[src/rtl/tick_ctrl.sv]
// Display clock divider with run/stop control, glitch-free stop and a
// ready/valid port that swaps the divide factor only at half-period boundaries.
module tick_ctrl #(
    parameter int          CNT_W       = 6,
    parameter int unsigned DEFAULT_DIV = 25
) (
    input  logic             clk50,
    input  logic             rst,
    input  logic             en,
    input  logic             cfg_valid,
    input  logic [CNT_W-1:0] cfg_div,
    output logic             cfg_ready,
    output logic             dividedclk,
    output logic             tick,
    output logic             running
);

    typedef enum logic [1:0] {
        IDLE = 2'd0,
        RUN  = 2'd1,
        STOP = 2'd2
    } state_t;

    state_t           state;
    logic [CNT_W-1:0] counter;
    logic [CNT_W-1:0] active_div;
    logic [CNT_W-1:0] pend_div;
    logic             pend_vld;
    logic             wrap;
    logic             accept;

    // Both outputs decode registers only, so no input reaches them combinationally.
    assign cfg_ready = ~pend_vld;
    assign running   = (state != IDLE);
    assign wrap      = (counter >= active_div);
    assign accept    = cfg_valid & cfg_ready;

    always_ff @(posedge clk50) begin
        if (rst) begin
            state      <= IDLE;
            counter    <= '0;
            active_div <= CNT_W'(DEFAULT_DIV);
            pend_div   <= '0;
            pend_vld   <= 1'b0;
            dividedclk <= 1'b0;
            tick       <= 1'b0;
        end else begin
            case (state)
                IDLE: begin
                    counter    <= '0;
                    dividedclk <= 1'b0;
                    tick       <= 1'b0;
                    if (cfg_valid)
                        active_div <= cfg_div;
                    if (en)
                        state <= RUN;
                end
                default: begin
                    if (!en && !dividedclk) begin
                        // Output already low: truncate the low phase, no tick.
                        state    <= IDLE;
                        counter  <= '0;
                        tick     <= 1'b0;
                        pend_vld <= 1'b0;
                        if (accept)
                            active_div <= cfg_div;
                        else if (pend_vld)
                            active_div <= pend_div;
                    end else begin
                        state <= en ? RUN : STOP;
                        if (wrap) begin
                            counter    <= '0;
                            dividedclk <= ~dividedclk;
                            tick       <= 1'b1;
                        end else begin
                            counter <= counter + CNT_W'(1);
                            tick    <= 1'b0;
                        end
                        if (wrap && pend_vld) begin
                            active_div <= pend_div;
                            pend_vld   <= 1'b0;
                        end
                        if (accept) begin
                            pend_div <= cfg_div;
                            pend_vld <= 1'b1;
                        end
                        // High phase just ended while stopping: park low in IDLE.
                        if (wrap && !en) begin
                            state    <= IDLE;
                            pend_vld <= 1'b0;
                            if (accept)
                                active_div <= cfg_div;
                        end
                    end
                end
            endcase
        end
    end

endmodule

[config.mk]
export PLATFORM = sky130hd
export DESIGN_NAME = tick_ctrl
export DESIGN_NICKNAME = d
export VERILOG_FILES = /design/src/rtl/tick_ctrl.sv
export SDC_FILE = /design/constraint.sdc
export NUM_CORES = 1
export LEC_CHECK = 0
export CAP_MARGIN = 40
export CORE_MARGIN = 4
export CORE_UTILIZATION = 60
export CTS_CLUSTER_DIAMETER = 200
export DETAILED_ROUTE_END_ITERATION = 12
export PLACE_DENSITY = 0.83
export SLEW_MARGIN = 10
export SYNTH_ARGS = -nofsm -noshare
export SYNTH_HDL_FRONTEND = slang
export SYNTH_SLANG_ARGS = --single-unit
[constraint.sdc]
create_clock -name clk50 -period 3.55 [get_ports clk50]
set_input_delay 0.71 -clock clk50 [delete_from_list [all_inputs] [get_ports clk50]]
set_output_delay 0.71 -clock clk50 [all_outputs]
set_load 0.05 [all_outputs]
# Yosys cells after proc, flatten, opt, wreduce, memory -nomap -nowiden
# Index checks and enable logic that the tools add are counted.
word_totals:
  ff_bits: 23
  input_bits: 10
  word_cells: 50
classes:
  addsub: 1
  n_lt_le_gt_ge: 1
  n_eq_ne: 3
  n_mux: 18
  bitwise_logic: 5
  n_reduce_logical: 15
ops:
  columns: ["operator", "count"]
  rows:
  - ["$mux 6", 8]
  - ["$mux 2", 5]
  - ["$add 6x1->6 const B", 1]
  - ["$ge 6x6->1", 1]
  - ["$reduce_and 2->1", 3]
  - ["$mux 1", 5]
  - ["$ne 2x2->1 const B", 2]
  - ["$ne 4x3->1 const B", 1]
  - ["$not 1->1", 4]
  - ["$reduce_bool 4->1", 1]
  - ["$reduce_or 4->1", 1]
  - ["$logic_and 1x1->1", 3]
  - ["$reduce_and 3->1", 1]
  - ["$reduce_or 3->1", 1]
  - ["$logic_not 1->1", 2]
  - ["$logic_not 2->1", 1]
  - ["$reduce_bool 2->1", 1]
  - ["$reduce_or 2->1", 1]
  - ["$and 1x1->1", 1]

# Depth between registers and ports, before layout
# Gate-level depths: netlist (run 1).
logic_depth:
  ltp_word: 7
  mapped_depth: 8
  mapped_depth_nobuf: 8

# Worst setup path after synthesis (run 1)
# Ideal clock, no wire load.
synth_timing:
  kind: "reg2reg"
  start: "register counter[0]"
  end: "register counter[2]"
  setup_ns: 0.062
  t_arrival_ns: 1.948
  required_ns: 3.488
  path_slack_ns: 1.540
  stages_incl_launch_ff: 9
  synth_period_minus_slack_ns: 2.010
  path_cell_list: "dfxtp_1 -> inv_1 -> ha_1 -> nand2b_4 -> a21o_4 -> a21o_1 -> or4_4 -> buf_6 -> nor2_2"
synth_between:
  elab_chain_len: 2
synth_rtl:
  columns: ["item", "line", "source"]
  rows:
  - ["from (decl)", "25", "logic [CNT_W-1:0] counter;"]
  - ["from (signal assigned)", "76", "counter <= counter + CNT_W'(1);"]
  - ["$ge 6x6->1", "35", "assign wrap = (counter >= active_div);"]
  - ["$reduce_or 4->1 (no source line)", null, null]
# Several ways; a longest one is shown, not always the timed one.
# A chain may end at the register's enable or synchronous reset.

# Worst setup path in the final report (run 1)
layout_timing:
  start: "register state[1]"
  end: "output port running"
layout_between:
  elab_chain_len: 1
layout_rtl:
  columns: ["item", "line", "source"]
  rows:
  - ["from (decl)", "24", "state_t state;"]
  - ["from (signal assigned)", "70", "state <= en ? RUN : STOP;"]
  - ["$reduce_bool 2->1", "34", "assign running = (state != IDLE);"]
  - ["to (decl)", "15", "output logic running"]
# No other way between the ends.

==> results.ini, run 1 <==
[outcome]
run_status = finished clean

[power]
power_frac_comb = 0.212
power-per-cell-area_nw_per_um2 = 322
power.total_mw = 0.512
power.share.clock = 0.245
power.ir.vdd_worst_mv = 0.234
power_frac_seq = 0.543
net-switching-power_mw = 0.152
intPower_mw = 0.359
switching_share = 0.298
static-leakage-power_nw = 0.618

[setup_path]
timing.critical_path.arrival_ns = 1.85
timing.critical_path.to_type = primary output
worstPathRequired_ns = 2.84
criticalPathCategory = reg2out
reg2regPathDepth = 8
critical_path.startpoint_type = register
top_fanout_value_on_the_critical_path = 17

[synthesis]
synth.top_cell.area_share = 0.321
avgSynthCellArea_sq_um = 8.54
synth_flop_cell = dfxtp_1
syn-cell-area_sq_um = 1440
synthesized_nets = 185
ys_seq_elements = 23
synth_cells = 168
synth_edf_count = 0
seq_area_frac_synth = 0.321
yosys_warnings = 0
netlist-cell-type-count = 44
netlist.top_cell.by_area = dfxtp_1
synth_async_sr_flop_share = 0
ys_top_cells_by_area = dfxtp_1 (32%), mux2i_1 (8.4%), ha_1 (6.1%)

[layout]
finalCoreUtilization = 0.704
mostFrequentLayoutCell = dfxtp_1
antenna_cells_inserted = 0
final_layout_size_suffix_gt1_frac = 0.130
top_library_cells_by_usage_in_the_layout_fill_and_taps_aside = dfxtp_1 (23), nor2_1 (16), clkdlybuf4s50_1 (13)
finish.net_count = 195
fillers = 186
syn_to_final_growth_pct = 10.5

[grt]
grt_max_degree = 22
first_pass_grt_wire_length_um = 5620
grt_pass1_vias = 1205
grt-ovfl-total = 0
initial_antenna_violation_count = 0
grt_usage = 0.217

[clocking]
post-cts-setup-buffers = 0
clock_latency_ns = 0.33
clock_buffer_count_from_cts = 3
cts_resized = 0
cts_htree_levels = 1
cts_num_sinks = 23
clock-root-buffer = clkbuf_4
clock_slew_at_reported_path_ffs_ns = 0.12
deepest_clock_path_buffer_count = 2
tritoncts = yes
postCtsHoldBufs = 0

[timing]
worst_skew_ns = 0.0153
worst_slew_pin_slew_ns = 0.813
finalWorstPathRequiredPeriod_ns = 2.56
hold_viol = 0
min_period_over_period = 0.721
slew-limit-headroom = 0.456
final.hold.worst_slack_ns = 0.490
setup_tns_ns = 0
finalSetupViolCount = 0
count_of_final_max_slew_check_failures = 0
max_freq_ghz = 0.391
grt_setup_unrepaired = false

[die]
core.rowCount = 17
dieWidth_um = 56.9
die-area_sq_um = 3240
die_y_um = 56.9
initial_utilization = 0.637
ios = 14
core_sq_um = 2250

[worst_hold_path]
min_path_cells = 1
worst_hold_path_class = reg2reg

[detailed_routing]
detailedRoute.firstIterationViolations = 55
drt.antenna.violating_nets = 0
postRouteWirelength_um = 3300
avgViaCountPerCell = 6.21
total_number_of_vias = 1274
detail_route.first_pass.iterations = 4
drt_drc_violations_left = 0
wire_per_inst_um = 16.1

[place]
dpl.hpwl_um = 2460
gp_congestion = 0.879
io_buffers = 13

[flow_run]
maxCapViolCount = 0

## cells by family (layout without fill, tap and decap cells)
kind of cell | after synthesis | after routing | synth area share
xor+xnor | 5 | 5 | 0.0305
simple gates | 58 | 58 | 0.223
compound gates | 43 | 43 | 0.219
buf+inv | 20 | 29 | 0.0619
mux | 12 | 12 | 0.0837
fa+ha+maj | 7 | 7 | 0.0610
flops | 23 | 23 | 0.321
## worst paths after layout
kind	from	to	slack, ns
hold / removal	counter[0]	counter[0]	0.49
setup reg to reg	active_div[4]	active_div[0]	1.38
hold reg to reg	counter[0]	counter[0]	0.49
setup / recovery	state[1]	running	0.99
## routing by layer
layer | track usage | wire length (um) | up-vias
met5 | 0 | 0 | -
met4 | 0.0629 | 53 | 0
met2 | 0.351 | 1630 | 46
met1 | 0.284 | 1420 | 600
met3 | 0.0552 | 194 | 8
li1 | - | - | 620
## stage by stage
step | area, sq um | worst slack [ns] | std cells
2_1_floorplan | 1440 | 1.54 | 168
3_3_place_gp | 1560 | 0.941 | 201
3_5_place_dp | 1560 | 0.899 | 201
4_1_cts | 1590 | 0.977 | 205
5_1_grt | 1590 | 0.913 | 205
6_report | 1590 | 0.991 | 205
## layout make-up
cell class              instances  area (sq um)  area share
multi-input cells             125           886       0.558
repair buffers                 14           138      0.0868
flip-flops and latches         23           460       0.290
inverters                      11          41.3      0.0260
well taps                      28          35.0      0.0221
clock buffers                   4          26.3      0.0166
## flip-flops by register name (all words and copies together), names as in the netlist
register and flops:
active_div 6, counter 6, pend_div 6, state 2, dividedclk 1, pend_vld 1
tick 1
## cells in the mapped netlist, types with 3 or more instances
| cell type | count |
|---|---|
| a211oi_1 | 6 |
| a21oi_1 | 7 |
| a221oi_1 | 3 |
| clkbuf_1 | 4 |
| dfxtp_1 | 23 |
| ha_1 | 7 |
| inv_1 | 9 |
| mux2i_1 | 12 |
| nand2_1 | 9 |
| nand3_1 | 3 |
| nor2_1 | 16 |
| nor2_2 | 9 |
| nor3_1 | 5 |
| nor4_1 | 3 |
| o21ai_0 | 7 |
| o21ai_1 | 3 |
| o31ai_1 | 3 |
| xnor2_1 | 3 |
## critical path, stage by stage, from the launching register on
cell and delay, ns:
dfxtp_1 0.34, nor2_2 0.04, buf_4 0.19, inv_2 0.14
clkdlybuf4s50_1 0.82
## power groups by stage
stage	Sequential, mW	Clock (mW)	Combinational, mW
after floorplan	0.279	0	0.0813
after global placement	0.283	0	0.103
after detailed placement	0.283	0	0.107
after CTS	0.278	0.128	0.108
after global routing	0.279	0.139	0.119
final	0.278	0.125	0.108
(Power assumes the default switching activity.)
==> inputs of run 2 (changes only) <==
--- a/config.mk
+++ b/config.mk
@@ -7,10 +7,10 @@
 export LEC_CHECK = 0
 export CAP_MARGIN = 40
 export CORE_MARGIN = 4
-export CORE_UTILIZATION = 60
+export CORE_UTILIZATION = 50
 export CTS_CLUSTER_DIAMETER = 200
 export DETAILED_ROUTE_END_ITERATION = 12
-export PLACE_DENSITY = 0.83
+export PLACE_DENSITY = 0.74
 export SLEW_MARGIN = 10
 export SYNTH_ARGS = -nofsm -noshare
 export SYNTH_HDL_FRONTEND = slang
==> constraint.sdc (replaced) <==
create_clock -name clk50 -period 2.2 [get_ports clk50]
set_input_delay 0.44 -clock clk50 [delete_from_list [all_inputs] [get_ports clk50]]
set_output_delay 0.44 -clock clk50 [all_outputs]
set_load 0.05 [all_outputs]
==> run 2 against run 1 <==
Via count up 2.4%. Register-to-register slack worse by 1.3 ns. Final cell count grew 7.3%. Worst hold slack got worse by 0.046 ns. Sequential power is 61% higher. Highest routed layer unchanged. First-iteration DRC count is 75% higher. Clock skew fell by 0.013 ns. Largest power group unchanged. Critical path depth shrank 3. Final area increased by 6.5%.
==> results.ini, run 2 (same netlist as run 1, synthesis figures left out) <==
[outcome]
run_status = finished clean  ; unchanged

[worst_hold_path]
hp-start = counter[0]  ; unchanged
worst_hold_path_class = reg2reg  ; unchanged
worst_hold_path.endpoint = counter[0]  ; unchanged
min_path_cells = 1  ; unchanged

[timing]
worst_slew_pin_slew_ns = 0.552  ; was 0.813 ns
final.hold.worst_slack_ns = 0.444  ; was 0.490 ns
slew-limit-headroom = 0.630  ; was 0.456
count_of_final_max_slew_check_failures = 0  ; unchanged
finalSetupViolCount = 0  ; unchanged
worst_skew_ns = 0.00207  ; was 0.0153 ns
max_freq_ghz = 0.475
finalWorstPathRequiredPeriod_ns = 2.11
setup_tns_ns = 0  ; unchanged
hold_viol = 0  ; unchanged
grt_setup_unrepaired = false  ; unchanged
min_period_over_period = 0.957
final_critical_path_setup_slack_ns = 0.0935  ; was 0.991 ns

[layout]
mostFrequentLayoutCell = dfxtp_1  ; unchanged
syn_to_final_growth_pct = 17.7  ; was 10.5%
design_area_sq_um = 1690  ; was 1590 sq um
seqCellArea_sq_um = 464  ; was 460 sq um
finish.net_count = 207  ; was 195
fin_cells = 220  ; was 205
fillers = 249  ; was 186
final_layout_size_suffix_gt1_frac = 0.206  ; was 0.130
antenna_cells_inserted = 0  ; unchanged
top_regs = active_div x6, counter x6, pend_div x6  ; unchanged
top_library_cells_by_usage_in_the_layout_fill_and_taps_aside = dfxtp_1 (22), nor2_1 (16), buf_4 (14)  ; was dfxtp_1 (23), nor2_1 (16), clkdlybuf4s50_1 (13)
multi_input_area_sq_um = 893  ; was 886 sq um
finalCoreUtilization = 0.613  ; was 0.704

[setup_path]
worst_path_dominant_cell_family = buffers and inverters  ; unchanged
critical-path-slowest-cell = clkdlybuf4s50_1  ; unchanged
crit_chain = clkdlybuf4s50_1  ; was nor2_2, buf_4, inv_2, clkdlybuf4s50_1
criticalPathCategory = reg2out  ; unchanged
top_fanout_value_on_the_critical_path = 8  ; was 17
worstPathRequired_ns = 1.76  ; was 2.84 ns
critical_path.startpoint_type = register  ; unchanged
cp_buf_inv_count = 1  ; was 3
critical_path.reg2reg.endpoint = counter[3]  ; was active_div[0]
reg2regPathDepth = 7  ; was 8
timing.critical_path.arrival_ns = 1.67  ; was 1.85 ns
timing.critical_path.to_type = primary output  ; unchanged
rr_startpoint = active_div[3]  ; was active_div[4]
r2r_slack_ns = 0.10  ; was 1.38 ns
critical_path.max_stage_delay_ns = 0.86  ; was 0.82 ns

[die]
core.rowCount = 19  ; was 17
die-area_sq_um = 3790  ; was 3240 sq um
initial_utilization = 0.520  ; was 0.637
ios = 14  ; unchanged
core_sq_um = 2760  ; was 2250 sq um
dieWidth_um = 61.6  ; was 56.9 um
die_y_um = 61.6  ; was 56.9 um

[detailed_routing]
detail_route.first_pass.iterations = 4  ; unchanged
drt_drc_violations_left = 0  ; unchanged
wl_met3_um = 231  ; was 194 um
wire_per_inst_um = 15.3  ; was 16.1 um
detailroute.wirelength.met2_um = 1560  ; was 1630 um
met1_length_um = 1500  ; was 1420 um
avgViaCountPerCell = 5.93  ; was 6.21
drt.antenna.violating_nets = 0  ; unchanged
highest_layer = met4  ; unchanged
postRouteWirelength_um = 3370  ; was 3300 um
total_number_of_vias = 1305  ; was 1274
detailedRoute.firstIterationViolations = 96  ; was 55

[place]
detailedPlace.worstSlack_ns = 0.0495  ; was 0.899 ns
io_buffers = 13  ; unchanged
gp_congestion = 0.939  ; was 0.879
dpl.hpwl_um = 2620  ; was 2460 um
dp_cells = 215  ; was 201
placed_cell_area_sq_um = 1640  ; was 1560 sq um

[grt]
grt-ovfl-total = 0  ; unchanged
grt_usage = 0.197  ; was 0.217
grt_max_degree = 13  ; was 22
grt_pass1_vias = 1168  ; was 1205
initial_antenna_violation_count = 0  ; unchanged
first_pass_grt_wire_length_um = 5490  ; was 5620 um

[clocking]
cts_num_sinks = 23  ; unchanged
clock_buffer_count_from_cts = 3  ; unchanged
deepest_clock_path_buffer_count = 2  ; unchanged
tritoncts = yes  ; unchanged
cts_htree_levels = 1  ; unchanged
clock_slew_at_reported_path_ffs_ns = 0.12  ; about the same
clock-root-buffer = clkbuf_4  ; unchanged
clock_latency_ns = 0.31  ; was 0.33 ns

[power]
power-per-cell-area_nw_per_um2 = 494  ; was 322 nW/um^2
power.ir.vdd_worst_mv = 0.300  ; was 0.234 mV
static-leakage-power_nw = 0.682  ; was 0.618 nW
power.total_mw = 0.835  ; was 0.512 mW

[flow_run]
maxCapViolCount = 0  ; unchanged

run 2: cell count changes in the layout (fill, tap and decap cells not counted):
cell	previous run	this run
a21oi_1	7	5
a21oi_2	0	2
buf_4	1	14
clkdlybuf4s50_1	13	12
dfxtp_1	23	22
dfxtp_4	0	1
run 2: cell type report:
cell class                      instances  area share
Clock buffer                            4      0.0156
Inverter                               11      0.0244
Multi-Input combinational cell        125       0.529
Sequential cell                        23       0.275
Tap cell                               31      0.0230
Timing Repair Buffer                   26       0.133
run 2: repair_timing:
item | in CTS | in global routing
endpoints found under the setup margin | 0 | 7
setup buffers | 0 | 1
hold buffers | 0 | 0
gates resized for setup | 0 | 4
run 2: worst max-delay path by stage:
stage / startpoint / end / slack, ns / cells past startpoint
finish: dividedclk / dividedclk / 0.09 / 1
global route: dividedclk / dividedclk / 0.02 / 1
CTS: counter[0] / counter[3] / 0.06 / 7
detailed placement: en / active_div[2] / 0.05 / 7
global placement: en / active_div[2] / 0.05 / 6
floorplan: counter[0] / counter[2] / 0.19 / 8
run 2: layer usage:
metal / vias to the layer above / global-route usage
met5: - / 0
met4: 0 / 0.0970
met3: 7 / 0.0252
met2: 62 / 0.293
met1: 590 / 0.280
li1: 646 / -
run 2: where the power goes:
part | switching [mW] | internal, mW
Clock | 0.125 | 0.0709
Sequential | 0.0148 | 0.432
Combinational | 0.105 | 0.0869
Total | 0.245 | 0.590
==> patch, RTL diff (flow settings as in run 1) <==
The 3 states of `state_t` get a one-hot encoding in 3 bits.
--- a/src/rtl/tick_ctrl.sv
+++ b/src/rtl/tick_ctrl.sv
@@ -17,6 +17,6 @@
 
-    typedef enum logic [1:0] {
-        IDLE = 2'd0,
-        RUN  = 2'd1,
-        STOP = 2'd2
+    typedef enum logic [2:0] {
+        IDLE = 3'b001,
+        RUN  = 3'b010,
+        STOP = 3'b100
     } state_t;
Formal check against the unedited RTL: no difference found for any inputs over 10 cycles, from zero or initial values and one cycle with rst high; not proved beyond that.
==> patch against run 1 <==
Cell count is 7.8% higher. Register-to-register slack worse by 0.22 ns. Critical path depth is 1 lower. Wire length is 8.9% higher. Design area is 5.3% higher. Worst setup slack worse by 0.16 ns. Global-route usage is 1.4 points higher. Power is 14% higher. Synthesized area is 5.3% higher. Synthesized cell count is 9.5% higher. Sequential share of layout area is 0.26 points lower. Combinational power is 35% higher. Critical path type unchanged. Highest routed layer unchanged. Sequential cell count is 1 higher.
==> patch: results (changes against run 1) <==
- Distinct cells, synth: 47 (+6.8%)
- Post-layout min period: 2.72 ns (+0.164 ns)
- Cts bufs inserted: 3 (unchanged)
- Layout cell share with drive strength beyond 1: 6.22% (-6.8 points)
- Tightest Pin Transition: 0.859 ns (+0.0452 ns)
- Htree depth: 1 (unchanged)
- Root Buffer: clkbuf_4
- Largest vdd supply drop: 246 uV (+5.4%)
- DRT iter0 DRCs: 94 (+71%)
- Avg WL per Cell: 16.3 um (+1.0%)
- Share of the synthesized area in the top cell type: 31.8% (-0.30 points)
- Fillers: 187 (+0.54%)
- Fraction of registers with async set/reset: 0% (unchanged)
- P_leak: 0.000665 uW (+7.6%)
- Status: finished clean
- Crit path largest cell delay: 0.77 ns (-0.05 ns)
- Via Count: 1,456 (+14%)
- Top cells by area, synth: dfxtp_1, nor2_1, mux2i_1
- Top cells by count, synth: nor2_1, dfxtp_1, inv_1, nand2_1
- Worst path slowest cell: clkdlybuf4s50_1
- Syn nets: 201 (+8.6%)
- Antenna diodes: 0 (unchanged)
- DP Wirelength: 2.66 mm (+8.3%)
- YS warnings: 0 (unchanged)
- Worst path arrival time: 2.01 ns (+0.16 ns)
- Largest net degree at the start of global routing: 16 (-27%)
- Final #Nets: 211 (+8.2%)
- DP Worst Slack: 0.892 ns (-0.00708 ns)
- Setup Buffers After CTS: 0 (unchanged)
- First-pass GRT wire length: 6.07 mm (+8.1%)
- Clk Latency, worst-skew pair: 0.31 ns (-0.02 ns)
- Internal power: 407 uW (+13%)
- Hold Path Class: register to register
- Reg2Reg Setup Slack: 1.16 ns (-0.22 ns)
- Bufs on Longest Clock Path: 2 (unchanged)
- Worst Path Max Fanout: 11 (-6)
- All-Layer GR Usage: 23.1% (+1.4 points)
- RePlAce Congestion: 0.976 (+11%)
- Post-synthesis sequential area ratio: 31.8% (-0.30 points)
- Top Family by Delay on Critical Path: buffers and inverters
- Vias in the first global route: 1,340 (+11%)
- Worst-path clk slew: around 0.13 ns
- # hold bufs at CTS: 0 (unchanged)
- Initial antenna violation count: 0 (unchanged)
- PortBufs: 13 (unchanged)
- Clock Skew: 0.00396 ns (-0.0113 ns)
- DRT Pass-1 Iters: 5 (+1)
==> patch: final timing paths <==
kind,start,endpoint,depth (start not counted)
max,state[2],running,3
min reg2reg,counter[0],counter[0],1
min,counter[0],counter[0],1
max reg2reg,active_div[5],counter[4],7
==> patch: metal layers <==
metal  share of wire [%]  global-route usage [%]  wire, um  vias up
li1                    -                       -         -      687
met1                  45                    30.7      1610      677
met2                  44                    35.5      1570       82
met3                 9.1                    3.56       328       10
met4                 2.4                    12.6        87        0
met5                   0                       0         0        -
==> patch: final cells by class <==
cell class,instances,area share [%]
Multi-Input combinational cell,138,55.6
Clock buffer,4,2.17
Timing Repair Buffer,15,8.69
Sequential cell,24,28.8
Inverter,12,2.70
Tap cell,28,2.10
==> patch: logic make-up (layout without fill, tap and decap cells) <==
logic type               Yosys count  after routing  share of synthesized area, %
AND/OR/NAND/NOR                   65             65                          20.8
AO/OA/AOI/OAI                     51             51                          24.9
flip-flops                        24             24                          31.8
buffers and inverters             22             31                          6.79
multiplexers                      11             11                          7.62
adder cells (fa/ha/maj)            7              7                          5.79
XOR/XNOR                           4              4                          2.32
==> patch: power by group through the flow <==
| stage | registers, uW | clock network, uW | logic, uW |
|---|---|---|---|
| after floorplan | 296 | 0 | 110 |
| after global placement | 300 | 0 | 139 |
| after detailed placement | 300 | 0 | 142 |
| after CTS | 294 | 148 | 143 |
| after global routing | 296 | 159 | 160 |
| final | 294 | 144 | 146 |
==> patch: through the flow <==
stage / std cells / area, um2 / hold slack (ns)
after floorplan: 184 / 1510 / 0.430
after global placement: 217 / 1630 / 0.438
after detailed placement: 217 / 1630 / 0.450
after CTS: 221 / 1670 / 0.480
after global routing: 221 / 1670 / 0.536
final: 221 / 1670 / 0.474
